### src/rtl/piso_stream_pkg.sv
// piso_stream shared types: frame states, bit-order codes, counter sizing.
// Optional parity stage is enabled with PISO_PARITY_EN.
package piso_pkg;

  typedef logic [1:0] state_t;

  localparam state_t IDLE  = 2'd0;
  localparam state_t SHIFT = 2'd1;
  localparam state_t PAR   = 2'd2;

  localparam logic ORDER_MSB = 1'b0;
  localparam logic ORDER_LSB = 1'b1;

  function automatic int cnt_width(input int w);
    return $clog2(w + 1);
  endfunction

endpackage

### src/rtl/piso_stream_if.sv
// Parallel load handshake between a word producer and piso_stream.
// master = producer, slave = serialiser.
interface piso_stream_if #(
  parameter int WIDTH = 8
);

  logic             in_valid;
  logic             in_ready;
  logic [WIDTH-1:0] parallel_in;
  logic             lsb_first;

  modport master (
    output in_valid,
    output parallel_in,
    output lsb_first,
    input  in_ready
  );

  modport slave (
    input  in_valid,
    input  parallel_in,
    input  lsb_first,
    output in_ready
  );

endinterface

### src/rtl/piso_bit_counter.sv
// Loadable down-counter with zero flag; load wins over decrement.
// Saturates at zero.
module piso_bit_counter #(
  parameter int CNT_W = 4
) (
  input  logic             clk,
  input  logic             rst,
  input  logic             load_i,
  input  logic             dec_i,
  input  logic [CNT_W-1:0] load_val_i,
  output logic [CNT_W-1:0] cnt_o,
  output logic             zero_o
);

  logic [CNT_W-1:0] cnt_q, cnt_d;

  always_comb begin
    cnt_d = cnt_q;
    if (load_i)
      cnt_d = load_val_i;
    else if (dec_i && cnt_q != '0)
      cnt_d = cnt_q - CNT_W'(1);
  end

  always_ff @(posedge clk) begin
    if (rst) cnt_q <= '0;
    else     cnt_q <= cnt_d;
  end

  assign cnt_o  = cnt_q;
  assign zero_o = (cnt_q == '0);

endmodule

### src/rtl/piso_stream.sv
// Parallel-in/serial-out shifter with valid/ready load and bit-order select.
// Define PISO_PARITY_EN to append an even-parity bit to every frame.
module piso_stream
  import piso_pkg::*;
#(
  parameter int WIDTH = 8
) (
  input  logic           clk,
  input  logic           rst,
  piso_stream_if.slave   ld_if,
  output logic           serial_out,
  output logic           serial_valid,
  output logic           busy,
  output logic           done
);

  localparam int CNT_W = cnt_width(WIDTH);
  localparam logic [CNT_W-1:0] LAST = CNT_W'(WIDTH - 1);
`ifdef PISO_PARITY_EN
  localparam logic [CNT_W-1:0] DONE_AT = '0;
`else
  localparam logic [CNT_W-1:0] DONE_AT = CNT_W'(1);
`endif

  state_t           state_q, state_d;
  logic [WIDTH-1:0] sr_q, sr_d;
  logic             order_q, order_d;
  logic             sout_q, sout_d;
  logic             sval_q, sval_d;
  logic             done_q, done_d;
`ifdef PISO_PARITY_EN
  logic             par_q, par_d;
`endif

  logic [CNT_W-1:0] cnt;
  logic             cnt_zero;
  logic             cnt_load;
  logic             cnt_dec;
  logic             accept;
  logic             last_data;
  logic             window;

  piso_bit_counter #(.CNT_W(CNT_W)) u_cnt (
    .clk        (clk),
    .rst        (rst),
    .load_i     (cnt_load),
    .dec_i      (cnt_dec),
    .load_val_i (LAST),
    .cnt_o      (cnt),
    .zero_o     (cnt_zero)
  );

  assign last_data = (state_q == SHIFT) && cnt_zero;
`ifdef PISO_PARITY_EN
  assign window = (state_q == PAR);
`else
  assign window = last_data;
`endif

  assign ld_if.in_ready = !rst && ((state_q == IDLE) || window);
  assign accept = ld_if.in_valid && ld_if.in_ready;

  always_comb begin
    state_d  = state_q;
    sr_d     = sr_q;
    order_d  = order_q;
    sout_d   = sout_q;
    sval_d   = sval_q;
    cnt_load = 1'b0;
    cnt_dec  = 1'b0;
`ifdef PISO_PARITY_EN
    par_d    = par_q;
`endif
    // done is registered, so raise it one cycle before the final bit shows
    done_d   = (state_q == SHIFT) && (cnt == DONE_AT);
    if (accept) begin
      state_d  = SHIFT;
      order_d  = ld_if.lsb_first;
      sval_d   = 1'b1;
      cnt_load = 1'b1;
`ifdef PISO_PARITY_EN
      par_d    = ^ld_if.parallel_in;
`endif
      if (ld_if.lsb_first == ORDER_LSB) begin
        sout_d = ld_if.parallel_in[0];
        sr_d   = ld_if.parallel_in >> 1;
      end else begin
        sout_d = ld_if.parallel_in[WIDTH-1];
        sr_d   = ld_if.parallel_in << 1;
      end
    end else begin
      unique case (1'b1)
        (state_q == IDLE): begin
          sout_d = 1'b0;
          sval_d = 1'b0;
        end
        (state_q == SHIFT && !cnt_zero): begin
          cnt_dec = 1'b1;
          sval_d  = 1'b1;
          if (order_q == ORDER_LSB) begin
            sout_d = sr_q[0];
            sr_d   = sr_q >> 1;
          end else begin
            sout_d = sr_q[WIDTH-1];
            sr_d   = sr_q << 1;
          end
        end
`ifdef PISO_PARITY_EN
        last_data: begin
          state_d = PAR;
          sout_d  = par_q;
          sval_d  = 1'b1;
        end
`endif
        default: begin
          state_d = IDLE;
          sout_d  = 1'b0;
          sval_d  = 1'b0;
        end
      endcase
    end
  end

  always_ff @(posedge clk) begin
    if (rst) begin
      state_q <= IDLE;
      sr_q    <= '0;
      order_q <= ORDER_MSB;
      sout_q  <= 1'b0;
      sval_q  <= 1'b0;
      done_q  <= 1'b0;
`ifdef PISO_PARITY_EN
      par_q   <= 1'b0;
`endif
    end else begin
      state_q <= state_d;
      sr_q    <= sr_d;
      order_q <= order_d;
      sout_q  <= sout_d;
      sval_q  <= sval_d;
      done_q  <= done_d;
`ifdef PISO_PARITY_EN
      par_q   <= par_d;
`endif
    end
  end

  assign serial_out   = sout_q;
  assign serial_valid = sval_q;
  assign busy         = sval_q;
  assign done         = done_q;

endmodule

### src/flat_wrapper.sv
// flat-port wrapper written by rule: the top's interface ports become plain ports
module piso_stream_flat import piso_pkg::*;
#(
  parameter int WIDTH = 8
)
  (clk, rst, serial_out, serial_valid, busy, done, ld_if_in_valid, ld_if_parallel_in, ld_if_lsb_first, ld_if_in_ready);
  piso_stream_if #(.WIDTH(WIDTH)) ld_if_i ();
  input  logic clk;
  input  logic rst;
  output logic serial_out;
  output logic serial_valid;
  output logic busy;
  output logic done;
  input wire logic [$bits(ld_if_i.in_valid)-1:0] ld_if_in_valid;
  input wire logic [$bits(ld_if_i.parallel_in)-1:0] ld_if_parallel_in;
  input wire logic [$bits(ld_if_i.lsb_first)-1:0] ld_if_lsb_first;
  output wire logic [$bits(ld_if_i.in_ready)-1:0] ld_if_in_ready;
  assign ld_if_i.in_valid = ld_if_in_valid;
  assign ld_if_i.parallel_in = ld_if_parallel_in;
  assign ld_if_i.lsb_first = ld_if_lsb_first;
  assign ld_if_in_ready = ld_if_i.in_ready;
  piso_stream #(.WIDTH(WIDTH)) u_core (.clk(clk), .rst(rst), .ld_if(ld_if_i), .serial_out(serial_out), .serial_valid(serial_valid), .busy(busy), .done(done));
endmodule
### config.mk
export PLATFORM = sky130hd
export DESIGN_NAME = piso_stream_flat
export DESIGN_NICKNAME = d
export VERILOG_FILES = /design/src/rtl/piso_stream_pkg.sv /design/src/rtl/piso_stream_if.sv /design/src/rtl/piso_bit_counter.sv /design/src/rtl/piso_stream.sv /design/src/flat_wrapper.sv
export SDC_FILE = /design/constraint.sdc
export NUM_CORES = 1
export LEC_CHECK = 0
export ABC_AREA = 0
export CORE_MARGIN = 1.5
export CORE_UTILIZATION = 51
export CTS_CLUSTER_DIAMETER = 60
export DETAILED_ROUTE_END_ITERATION = 6
export GPL_TIMING_DRIVEN = 1
export PLACE_DENSITY = 0.82
export SLEW_MARGIN = 0
export SYNTH_ARGS = -nofsm -noshare
export SYNTH_HDL_FRONTEND = slang
export SYNTH_SLANG_ARGS = --single-unit
### constraint.sdc
create_clock -name clk -period 2.05 [get_ports clk]
set_clock_uncertainty 0.1 [all_clocks]
set_input_delay 0.41 -clock clk [delete_from_list [all_inputs] [get_ports clk]]
set_output_delay 0.41 -clock clk [all_outputs]
set_load 0.01 [all_outputs]
======== Word level (Yosys, flattened, before mapping) ========
Cells that the tools add are included.
W data, S select, Z words.
cells by class
  $lt $le $gt $ge ......................... 0
  divide/modulo/power cells ............... 0
  add/subtract/negate cells ............... 1
  equal/unequal tests ..................... 2
  reduce and logical (&&, ||, !) cells .... 16
  shifts and indexed selects .............. 0
  bitwise gates (word level) .............. 0
  multipliers ............................. 0
  muxes and demuxes ....................... 16
operator list
  cell                   number
  $mux W8                4
  $mux W1                10
  $logic_and A1 B1 Y1    6
  $mux W3                2
  $eq A4 B1 Y1 const B   1
  $logic_not A4 Y1       1
  $reduce_bool A2 Y1     2
  $reduce_bool A4 Y1     1
  $reduce_or A2 Y1       2
  $sub A4 B1 Y4 const B  1
  $logic_not A1 Y1       2
  $logic_not A2 Y1       1
  $ne A2 B1 Y1 const B   1
  $logic_or A1 B1 Y1     1
word-level totals
  bits in registers ....................... 17
  memories ................................ 0
  input bits .............................. 12
  latch bits .............................. 0
  memory bits (writable) .................. 0
  output and inout bits ................... 5
  logic and storage cells ................. 43
  memory bits (read-only) ................. 0

======== Logic depth before layout (Yosys ltp) ========
Gate-level depths: netlist of the first run.
  word-level depth ........................ 9
  mapped depth ............................ 7
  mapped depth without buffers ............ 5

======== By module ========
From an unflattened synthesis of the first run, not the netlist that was laid out.
unflattened totals
  cells, all modules ...................... 107
  area total of the unflattened synthesis .. 979.7 um^2
by module, submodules not included
  module            cells an instance  times used  area each (um^2)  sequential area each (um^2)
  piso_stream       78                 1           716.9             260.2
  piso_bit_counter  29                 1           262.8             80.1

======== Worst setup path before layout of the first run ========
OpenSTA, ideal clock, no wires.
  path type ............................... register to output
  start point ............................. reg u_core.u_cnt.cnt_q[0] (netlist: u_core.u_cnt.cnt_o[0])
  end point ............................... out ld_if_in_ready
  buffers on the path ..................... 2
  slack ................................... 71 ps
  data required time ...................... 1540 ps
  arrival ................................. 1469 ps
  cell stages (with the launch flop) ...... 8
  cells stage by stage .................... dfxtp_1 inv_1 ha_1 or3b_1 buf_6 and2_4 buf_6 nor2_1
between the ends
  cells in the longest elaborated chain, start to end .. 4
RTL lines
  what                    RTL line                RTL
  start, declared         piso_bit_counter.sv:15  logic [CNT_W-1:0] cnt_q, cnt_d;
  start signal, assigned  piso_bit_counter.sv:27  else cnt_q <= cnt_d;
  $logic_not A4 Y1        piso_bit_counter.sv:31  assign zero_o = (cnt_q == '0);
  $logic_and A1 B1 Y1     piso_stream.sv:53       assign last_data = (state_q == SHIFT) && cnt_zero;
  $logic_or A1 B1 Y1      piso_stream.sv:60       assign ld_if.in_ready = !rst && ((state_q == IDLE) || window);
  $logic_and A1 B1 Y1     piso_stream.sv:60
  end, declared           flat_wrapper.sv:17      output wire logic [$bits(ld_if_i.in_ready)-1:0] ld_if_in_ready;
No other way between the ends.

======== Worst setup path in the final report of the first run ========
Same ends and word-level chain as after synthesis.

==> results of run 1 <==
## per-stage QoR
stage	instance area (um^2)	setup TNS, ns	power [mW]
CTS	1250	-0.0117	0.822
detailed placement	1210	-0.127	0.628
finish	1250	0	0.814
floorplan	973	0	0.541
global placement	1210	-0.119	0.620
global route	1250	-0.0441	0.862
## cells in the final DEF (no fill, tap or decap), types with 3 or more instances in the layout
cell             count
a21oi_1              8
clkbuf_4             3
dfxtp_1             15
clkdlybuf4s50_1     15
buf_4               15
mux2i_1             13
a31oi_1              9
nand2b_1             4
a211oi_1             3
o21a_1               6
nor2_1               9
## timing repair
action / 4_1_cts / 5_1_grt
setup buffers: 0 / 0
resized for setup: 11 / 0
endpoints found under the setup margin: 1 / 1
pin swaps: 1 / 0
## layer usage
| metal | routed length, um | global-route usage | part of all wire | vias up |
|---|---|---|---|---|
| met3 | 122 | 0.0588 | 0.057 | 4 |
| li1 | - | - | - | 440 |
| met1 | 964 | 0.281 | 0.45 | 411 |
| met2 | 1030 | 0.386 | 0.48 | 32 |
| met5 | 0 | 0 | 0 | - |
| met4 | 31 | 0.0833 | 0.014 | 0 |
## how the worst min path moves through the flow
stage | slack [ns] | to | cells after the start | start
floorplan | 0.37 | u_core.done | 1 | u_core.u_cnt.cnt_o[3]
global placement | 0.38 | u_core.u_cnt.cnt_o[0] | 2 | u_core.u_cnt.cnt_o[0]
detailed placement | 0.41 | u_core.sr_q[0] | 2 | u_core.sr_q[1]
CTS | 0.42 | u_core.sr_q[0] | 2 | u_core.sr_q[1]
global route | 0.45 | u_core.u_cnt.cnt_o[0] | 2 | u_core.u_cnt.cnt_o[0]
finish | 0.42 | u_core.u_cnt.cnt_o[0] | 2 | u_core.u_cnt.cnt_o[0]
## worst min-delay path: stages, from the launching register on
cell and delay [ns]:
dfxtp_2 0.33, inv_2 0.07, a21boi_0 0.08
## layout make-up
| cell class | count | area [um^2] | area share |
|---|---|---|---|
| repair buffers | 31 | 268 | 0.214 |
| inverters | 2 | 7.51 | 0.00601 |
| multi-input cells | 77 | 574 | 0.459 |
| well taps | 25 | 31.3 | 0.0250 |
| clock buffers | 4 | 26.3 | 0.0210 |
| flip-flops and latches | 17 | 343 | 0.274 |
## power by group through the flow
stage,sequential [mW],combinational (mW),clock (mW)
after floorplan,0.389,0.151,0
after global placement,0.392,0.228,0
after detailed placement,0.394,0.234,0
after CTS,0.388,0.241,0.192
after global routing,0.393,0.265,0.204
final,0.389,0.242,0.183
## kinds of logic (layout without fill, tap and decap cells)
family / Yosys count / after routing / synth area share
AOI/OAI and AO/OA: 34 / 34 / 0.244
and+or+nand+nor: 26 / 26 / 0.150
DFF: 17 / 17 / 0.350
muxes: 14 / 14 / 0.145
buffers and inverters: 14 / 37 / 0.0758
adders and majority gates: 2 / 2 / 0.0257
xor gates and xnor gates: 1 / 1 / 0.00900
## state kept, by name (all words and copies together) (netlist names)
name	count
u_core.busy	1
u_core.done	1
u_core.order_q	1
u_core.serial_out	1
u_core.sr_q	8
u_core.state_q	1
u_core.u_cnt.cnt_o	4
## cell usage after synthesis
master    count
a211oi_1      3
a211oi_2      2
a21boi_0      2
a21oi_1       8
a22o_1        2
a22oi_1       1
a31oi_1       9
and2_4        1
buf_1         1
buf_2         2
buf_4         1
buf_6         2
clkbuf_1      6
dfxtp_1      17
ha_1          2
inv_1         2
mux2_2        1
mux2i_1      13
nand2_1       2
nand2b_1      4
nand3_1       2
nand3b_1      1
nand4_1       1
nand4b_1      1
nor2_1        9
nor4_1        2
o21a_1        6
o311ai_0      1
or3b_1        1
or3b_2        2
xnor2_1       1
==> qor.txt, run 1 <==
Initial Util: 0.552
cell chain of the critical path: inv_2 > ha_4 > or3b_4 > and2_4 > nor2_1 > buf_2
core region area: 1760 um^2
Worst slew margin: 0.666
initial antenna violation count: 0
Worst VDD drop: 0.000371 V
final antenna-violating net count: 0
Clock Sink Count: 17
total iterations of the first detailed-routing run: 4
Pint: 569 uW
drt wl/cell: 13.8 um
synthesized flop and latch total: 17
Yosys cell types: 31
Skew-Pair Late Insertion Delay: 0.30 ns
Max clock buf depth: 2
number of diodes: 0
Die X: 46.7 um
reg2reg start: u_core.u_cnt.cnt_o[0]
hold buffers post-CTS: 0
Vias per Instance: 5.69
RSZ-0062 raised after global routing: yes
placed cells: 152
Cells after Synth: 108
row cnt: 15
Die Ht: 46.7 um
Buf/Inv on CP: 2
Syn Std Cell Area: 973 um^2
termination of the worst setup path: ld_if_in_ready
number of CTS-inserted buffers: 3
combinational power share: 0.297
Final Hold Fails: 0
CTS root buf: clkbuf_4
Fillers: 150
H-Tree Depth: 1
pin count of the biggest net entering global routing: 22
Data required, critical path: 1.54 ns
worst slew pin tran: 0.500 ns
reg2reg end: u_core.u_cnt.cnt_o[1]
Seq/Total Area, Yosys: 0.350
Avg Inst Size Synth: 9.01 um^2
CP startpoint: u_core.u_cnt.cnt_o[0]
routed wire length: 2150 um
CP Class: reg2out
# nets final: 146
Max FO, Critical Path: 2
largest stage delay on the critical path: 0.37 ns
CP arrival: 1.53 ns
status: complete, no violations
Switch Pwr: 245 uW
Overflow after GRT: 0
final hold slack: 0.418 ns
first-pass GRT wire length: 3410 um
area grow syn2layout: 28.4%
number of max-cap violations: 0
routability cong.: 0.809
Leakage: 0.482 nW
startpoint types: flip-flop
Synth area leader: dfxtp_1
syn nets: 122
nature of the critical path endpoint: output pin
Die Area: 2180 um^2
Tcrit/Tclk final: 0.995
post-route worst setup slack: 0.0113 ns
Starting DRT DRC Count: 16
Synth warnings: 0
vias post-DR: 887
layout cells sized above 1: 0.237
final setup fails: 0
Sw Share: 0.301
worst min path class: reg2reg
Final min period: 2.04 ns
Power Density: 651 nW/um^2
PortBufs: 16
vias in the first global route: 770
fmax: 0.491 GHz
slowest stage cell on the critical path: or3b_4
pre-CTS setup slack: -0.127 ns
reg2reg path depth: 6
Reg clk slew, reported paths: 0.09 ns
Final Non-Filler Cells: 156
Top delay family on crit path: simple AND/OR/NAND/NOR gates
Detailed Place HPWL: 1610 um
I/O pin total: 17
Clock Power Share: 0.225
Reg2Reg Setup Slack: 0.33 ns
TritonCTS clock tree: built
DRC viols: 0
register share of total power: 0.478
Finished Core Util: 0.709
CP Depth: 6
top-area cell type share of the netlist area: 0.350
synth top area cells: dfxtp_1 35%, mux2i_1 13%, a31oi_1 5.8%
max-slew violations: 0
Total GRT Usage: 0.230
No activity file was read; power rests on OpenSTA's default activity.
==> run 2: changes to the inputs <==
PLACE_DENSITY = 0.81   (was 0.82)
SYNTH_HIERARCHICAL = 1   (was unset)
==> qor.txt, run 2 <==
Syn Std Cell Area: 980 um^2
post-route worst setup slack: -0.0899 ns
startpoint types: flip-flop
H-Tree Depth: 1
Power Density: 652 nW/um^2
Clock Power Share: 0.211
CTS root buf: clkbuf_4
max-slew violations: 0
Die Area: 2190 um^2
Top reg by flops: u_core/sr_q
drt wl/cell: 14.7 um
CP startpoint: u_core/u_cnt/cnt_o[1]
routability cong.: 0.812
DRC viols: 0
Yosys cell types: 31
cell with the most instances after synthesis: dfxtp_1
pin count of the biggest net entering global routing: 22
most frequent cells in the layout: 18 x buf_4, 15 x clkdlybuf4s50_1, 15 x dfxtp_1
register share of total power: 0.434
Switch Pwr: 291 uW
vias in the first global route: 917
Synth warnings: 6
hold buffers post-CTS: 0
top-area cell type share of the netlist area: 0.347
CP Class: reg2out
PortBufs: 16
Data required, critical path: 1.54 ns
RSZ-0062 raised after global routing: yes
placed cells: 158
Skew-Pair Late Insertion Delay: 0.30 ns
reg2reg path depth: 11
Commonest cells post-synth: 17 x dfxtp_1, 13 x mux2i_1, 12 x nor2_1
Detailed Place HPWL: 1770 um
Reg2Reg Setup Slack: -0.08 ns
Final Hold Fails: 0
nature of the critical path endpoint: output pin
failing checks: negative setup slack
reg2reg start: u_core/u_cnt/cnt_o[1]
Clock Sink Count: 17
FFs w/ async S/R, synth: 0
termination of the worst setup path: ld_if_in_ready
layout cells sized above 1: 0.317
number of CTS-inserted buffers: 3
Fillers: 141
Tcrit/Tclk final: 1.04
fmax: 0.467 GHz
I/O pin total: 17
Max FO, Critical Path: 2
max FFs per register: 8
Sw Share: 0.322
TritonCTS clock tree: built
synth top area cells: dfxtp_1 35%, mux2i_1 13%, a2111oi_0 5.4%
Initial Util: 0.555
Max clock buf depth: 2
Leakage: 0.530 nW
Die X: 46.8 um
Final Non-Filler Cells: 167
Total GRT Usage: 0.259
Vias per Instance: 5.59
Overflow after GRT: 0
reg2reg end: u_core/u_cnt/cnt_o[1]
routed wire length: 2450 um
number of max-cap violations: 0
vias post-DR: 933
number of diodes: 0
EDFF count, synth: 0
Avg Inst Size Synth: 9.16 um^2
# nets final: 156
Starting DRT DRC Count: 12
Finished Core Util: 0.786
Top FF cell, synth: dfxtp_1
Cells after Synth: 107
Reg clk slew, reported paths: 0.11 ns
Final min period: 2.14 ns
area grow syn2layout: 41.5%
core region area: 1760 um^2
CP arrival: 1.63 ns
Worst VDD drop: 0.000425 V
first-pass GRT wire length: 4040 um
Die Ht: 46.8 um
final antenna-violating net count: 0
worst min path class: reg2reg
total iterations of the first detailed-routing run: 4
combinational power share: 0.355
pre-CTS setup slack: -0.202 ns
Seq/Total Area, Yosys: 0.347
status: finished, violations left
final setup fails: 2
row cnt: 15
commonest non-fill, non-tap cell in the layout: buf_4
Pint: 612 uW
synthesized flop and latch total: 17
initial antenna violation count: 0
Synth area leader: dfxtp_1
setup TNS: -0.170 ns
[run 2: repair_timing]
item,in CTS,in global routing
pin swaps,2,3
buffers inserted,5,0
endpoints found under the setup margin,10,11
gates resized for setup,10,8
[run 2: worst min path at each step]
stage | start | end | slack, ns | cells past startpoint
2_1_floorplan | u_core/u_cnt/cnt_o[2] | u_core/done | 0.38 | 1
3_3_place_gp | u_core/sr_q[6] | u_core/sr_q[7] | 0.41 | 2
3_5_place_dp | u_core/state_q[0] | u_core/done | 0.42 | 2
4_1_cts | u_core/state_q[0] | u_core/done | 0.43 | 2
5_1_grt | u_core/state_q[0] | u_core/done | 0.45 | 2
6_report | u_core/state_q[0] | u_core/done | 0.43 | 2
[run 2: cell type report]
type	instances	area, um^2	area share
multi-input combinational	79	643	0.464
sequential	17	343	0.247
timing repair buffer	36	317	0.228
tap	25	31.3	0.0226
inverter	6	25.0	0.0181
clock buffer	3	22.5	0.0162
clock inverter	1	5.00	0.00361
[run 2: worst max-delay path, cell delays in order (launching register included)]
cell	delay, ns
dfxtp_2	0.34
inv_2	0.08
ha_4	0.14
or3b_4	0.38
inv_2	0.06
nand2b_4	0.12
inv_4	0.03
nor2_1	0.06
buf_2	0.13
[run 2: per-layer routing]
layer,GRT usage,share of wire
met2,0.436,0.48
met3,0.0846,0.047
met5,0,0
met4,0.0778,0.0098
met1,0.315,0.46
[run 2: power groups by stage]
stage / logic (mW) / clock network, mW / registers (mW)
final: 0.321 / 0.190 / 0.392
after global routing: 0.346 / 0.211 / 0.396
after CTS: 0.304 / 0.189 / 0.391
after detailed placement: 0.277 / 0 / 0.399
after global placement: 0.264 / 0 / 0.397
after floorplan: 0.172 / 0 / 0.393
[run 2: stage by stage]
step	power [mW]	hold slack, ns	cell area, um^2
after global placement	0.661	0.412	1270
after floorplan	0.565	0.375	1020
after global routing	0.953	0.454	1390
final	0.903	0.427	1390
after detailed placement	0.676	0.416	1270
after CTS	0.884	0.430	1360
[run 2: cells by family (layout without fill, tap and decap cells)]
kind of cell               Yosys count  in the layout  synth area share
other                                2              4           0.00767
DFF                                 17             17             0.347
AOI/OAI and AO/OA                   28             28             0.229
muxes                               15             15             0.156
and+or+nand+nor                     31             31             0.179
buffers and inverters               13             46            0.0690
adders and majority gates            1              1            0.0128
==> run 3: changes to the inputs <==
CORE_MARGIN = unset   (was 1.5)
==> qor.txt, run 3 (same netlist as run 2, synthesis figures left out) <==
status: finished, violations left
failing checks: negative setup slack
drt wl/cell: 14.7 um
Starting DRT DRC Count: 12
pre-CTS setup slack: -0.219 ns
core region area: 1760 um^2
area grow syn2layout: 43.0%
Die Ht: 45.8 um
Total GRT Usage: 0.264
number of max-cap violations: 0
fmax: 0.471 GHz
vias post-DR: 968
initial antenna violation count: 0
Max FO, Critical Path: 2
routed wire length: 2530 um
vias in the first global route: 890
worst min path class: reg2reg
layer with the highest usage: met2
final setup fails: 3
RSZ-0062 raised after global routing: yes
Skew-Pair Late Insertion Delay: 0.29 ns
Tcrit/Tclk final: 1.04
CP Class: reg2out
# nets final: 161
routability cong.: 0.809
Final Non-Filler Cells: 172
global routing met3 resource utilization: 0.0952
startpoint types: flip-flop
Top reg by flops: u_core/sr_q
overall power: 902 uW
Data required, critical path: 1.54 ns
Final min period: 2.12 ns
first-pass GRT wire length: 3950 um
Finished Core Util: 0.794
final antenna-violating net count: 0
M2 GR Usage: 0.454
nature of the critical path endpoint: output pin
Die Area: 2100 um^2
DRC viols: 0
row cnt: 15
commonest non-fill, non-tap cell in the layout: buf_4
Overflow after GRT: 0
number of diodes: 0
max-slew violations: 0
Vias per Instance: 5.63
Clock Sink Count: 17
layout cells sized above 1: 0.306
TritonCTS clock tree: built
placed cells: 159
Reg clk slew, reported paths: 0.11 ns
Final Hold Fails: 0
number of CTS-inserted buffers: 3
Leakage: 0.552 nW
post-route worst setup slack: -0.0719 ns
most frequent cells in the layout: 22 x buf_4, 15 x clkdlybuf4s50_1, 15 x dfxtp_1
Power Density: 644 nW/um^2
Worst VDD drop: 0.000509 V
PortBufs: 16
CP arrival: 1.61 ns
Detailed Place HPWL: 1780 um
I/O pin total: 17
total iterations of the first detailed-routing run: 4
pin count of the biggest net entering global routing: 17
met1 GRT Util: 0.308
Fillers: 125
H-Tree Depth: 1
max FFs per register: 8
Initial Util: 0.555
Max clock buf depth: 2
Die X: 45.8 um
CTS root buf: clkbuf_4
[run 3: cell count changes in the layout (fill, tap and decap cells not counted), sizes merged]
| cell | before | now |
|---|---|---|
| buf | 21 | 26 |
[run 3: power by group]
group / switching [mW] / total, mW / internal, mW
Combinational: 0.143 / 0.326 / 0.182
Clock: 0.111 / 0.183 / 0.0726
Sequential: 0.0296 / 0.394 / 0.364
Total: 0.283 / 0.902 / 0.619
[run 3: critical path, cell delays in order (launching register included)]
cell and delay [ns]:
dfxtp_2 0.34, inv_2 0.07, ha_4 0.12, or3b_4 0.38, inv_2 0.05, nand2b_4 0.12, inv_4 0.04, nor2_1 0.07
buf_2 0.13
[run 3: repair_timing]
item | CTS | global route
hold endpoints to repair | 0 | 0
setup buffers | 7 | 2
resized for setup | 10 | 1
endpoints found under the setup margin | 5 | 7
hold buffers | 0 | 0
pin swaps | 3 | 1
[run 3: path summary, 6_finish.rpt]
kind / start / to / slack, ns / cells past startpoint
max: u_core/u_cnt/cnt_o[0] / ld_if_in_ready / -0.07 / 8
min: u_core/state_q[0] / u_core/done / 0.43 / 2
max reg2reg: u_core/u_cnt/cnt_o[0] / u_core/u_cnt/cnt_o[3] / -0.04 / 11
min reg2reg: u_core/state_q[0] / u_core/done / 0.43 / 2
[run 3: layout make-up]
type / count / area (um^2) / area share
well taps: 25 / 31.3 / 0.0223
clock buffers: 3 / 22.5 / 0.0161
repair buffers: 41 / 358 / 0.255
clock inverters: 1 / 5.00 / 0.00357
flip-flops and latches: 17 / 343 / 0.245
inverters: 6 / 25.0 / 0.0179
multi-input cells: 79 / 617 / 0.440
[run 3: through the flow]
stage | TNS [ns] | hold WS, ns | area (um^2)
global placement | -0.380 | 0.410 | 1280
detailed placement | -0.845 | 0.417 | 1280
finish | -0.151 | 0.432 | 1400
global route | -0.461 | 0.465 | 1400
CTS | -0.113 | 0.432 | 1380
floorplan | -0.232 | 0.375 | 1020
[run 3: routing by layer]
layer  wire length [um]  vias to the layer above  share of wire
li1                   -                      472              -
met1               1070                      467           0.42
met2               1310                       25           0.52
met3                120                        4          0.048
met4                 23                        0         0.0091
met5                  0                        -              0
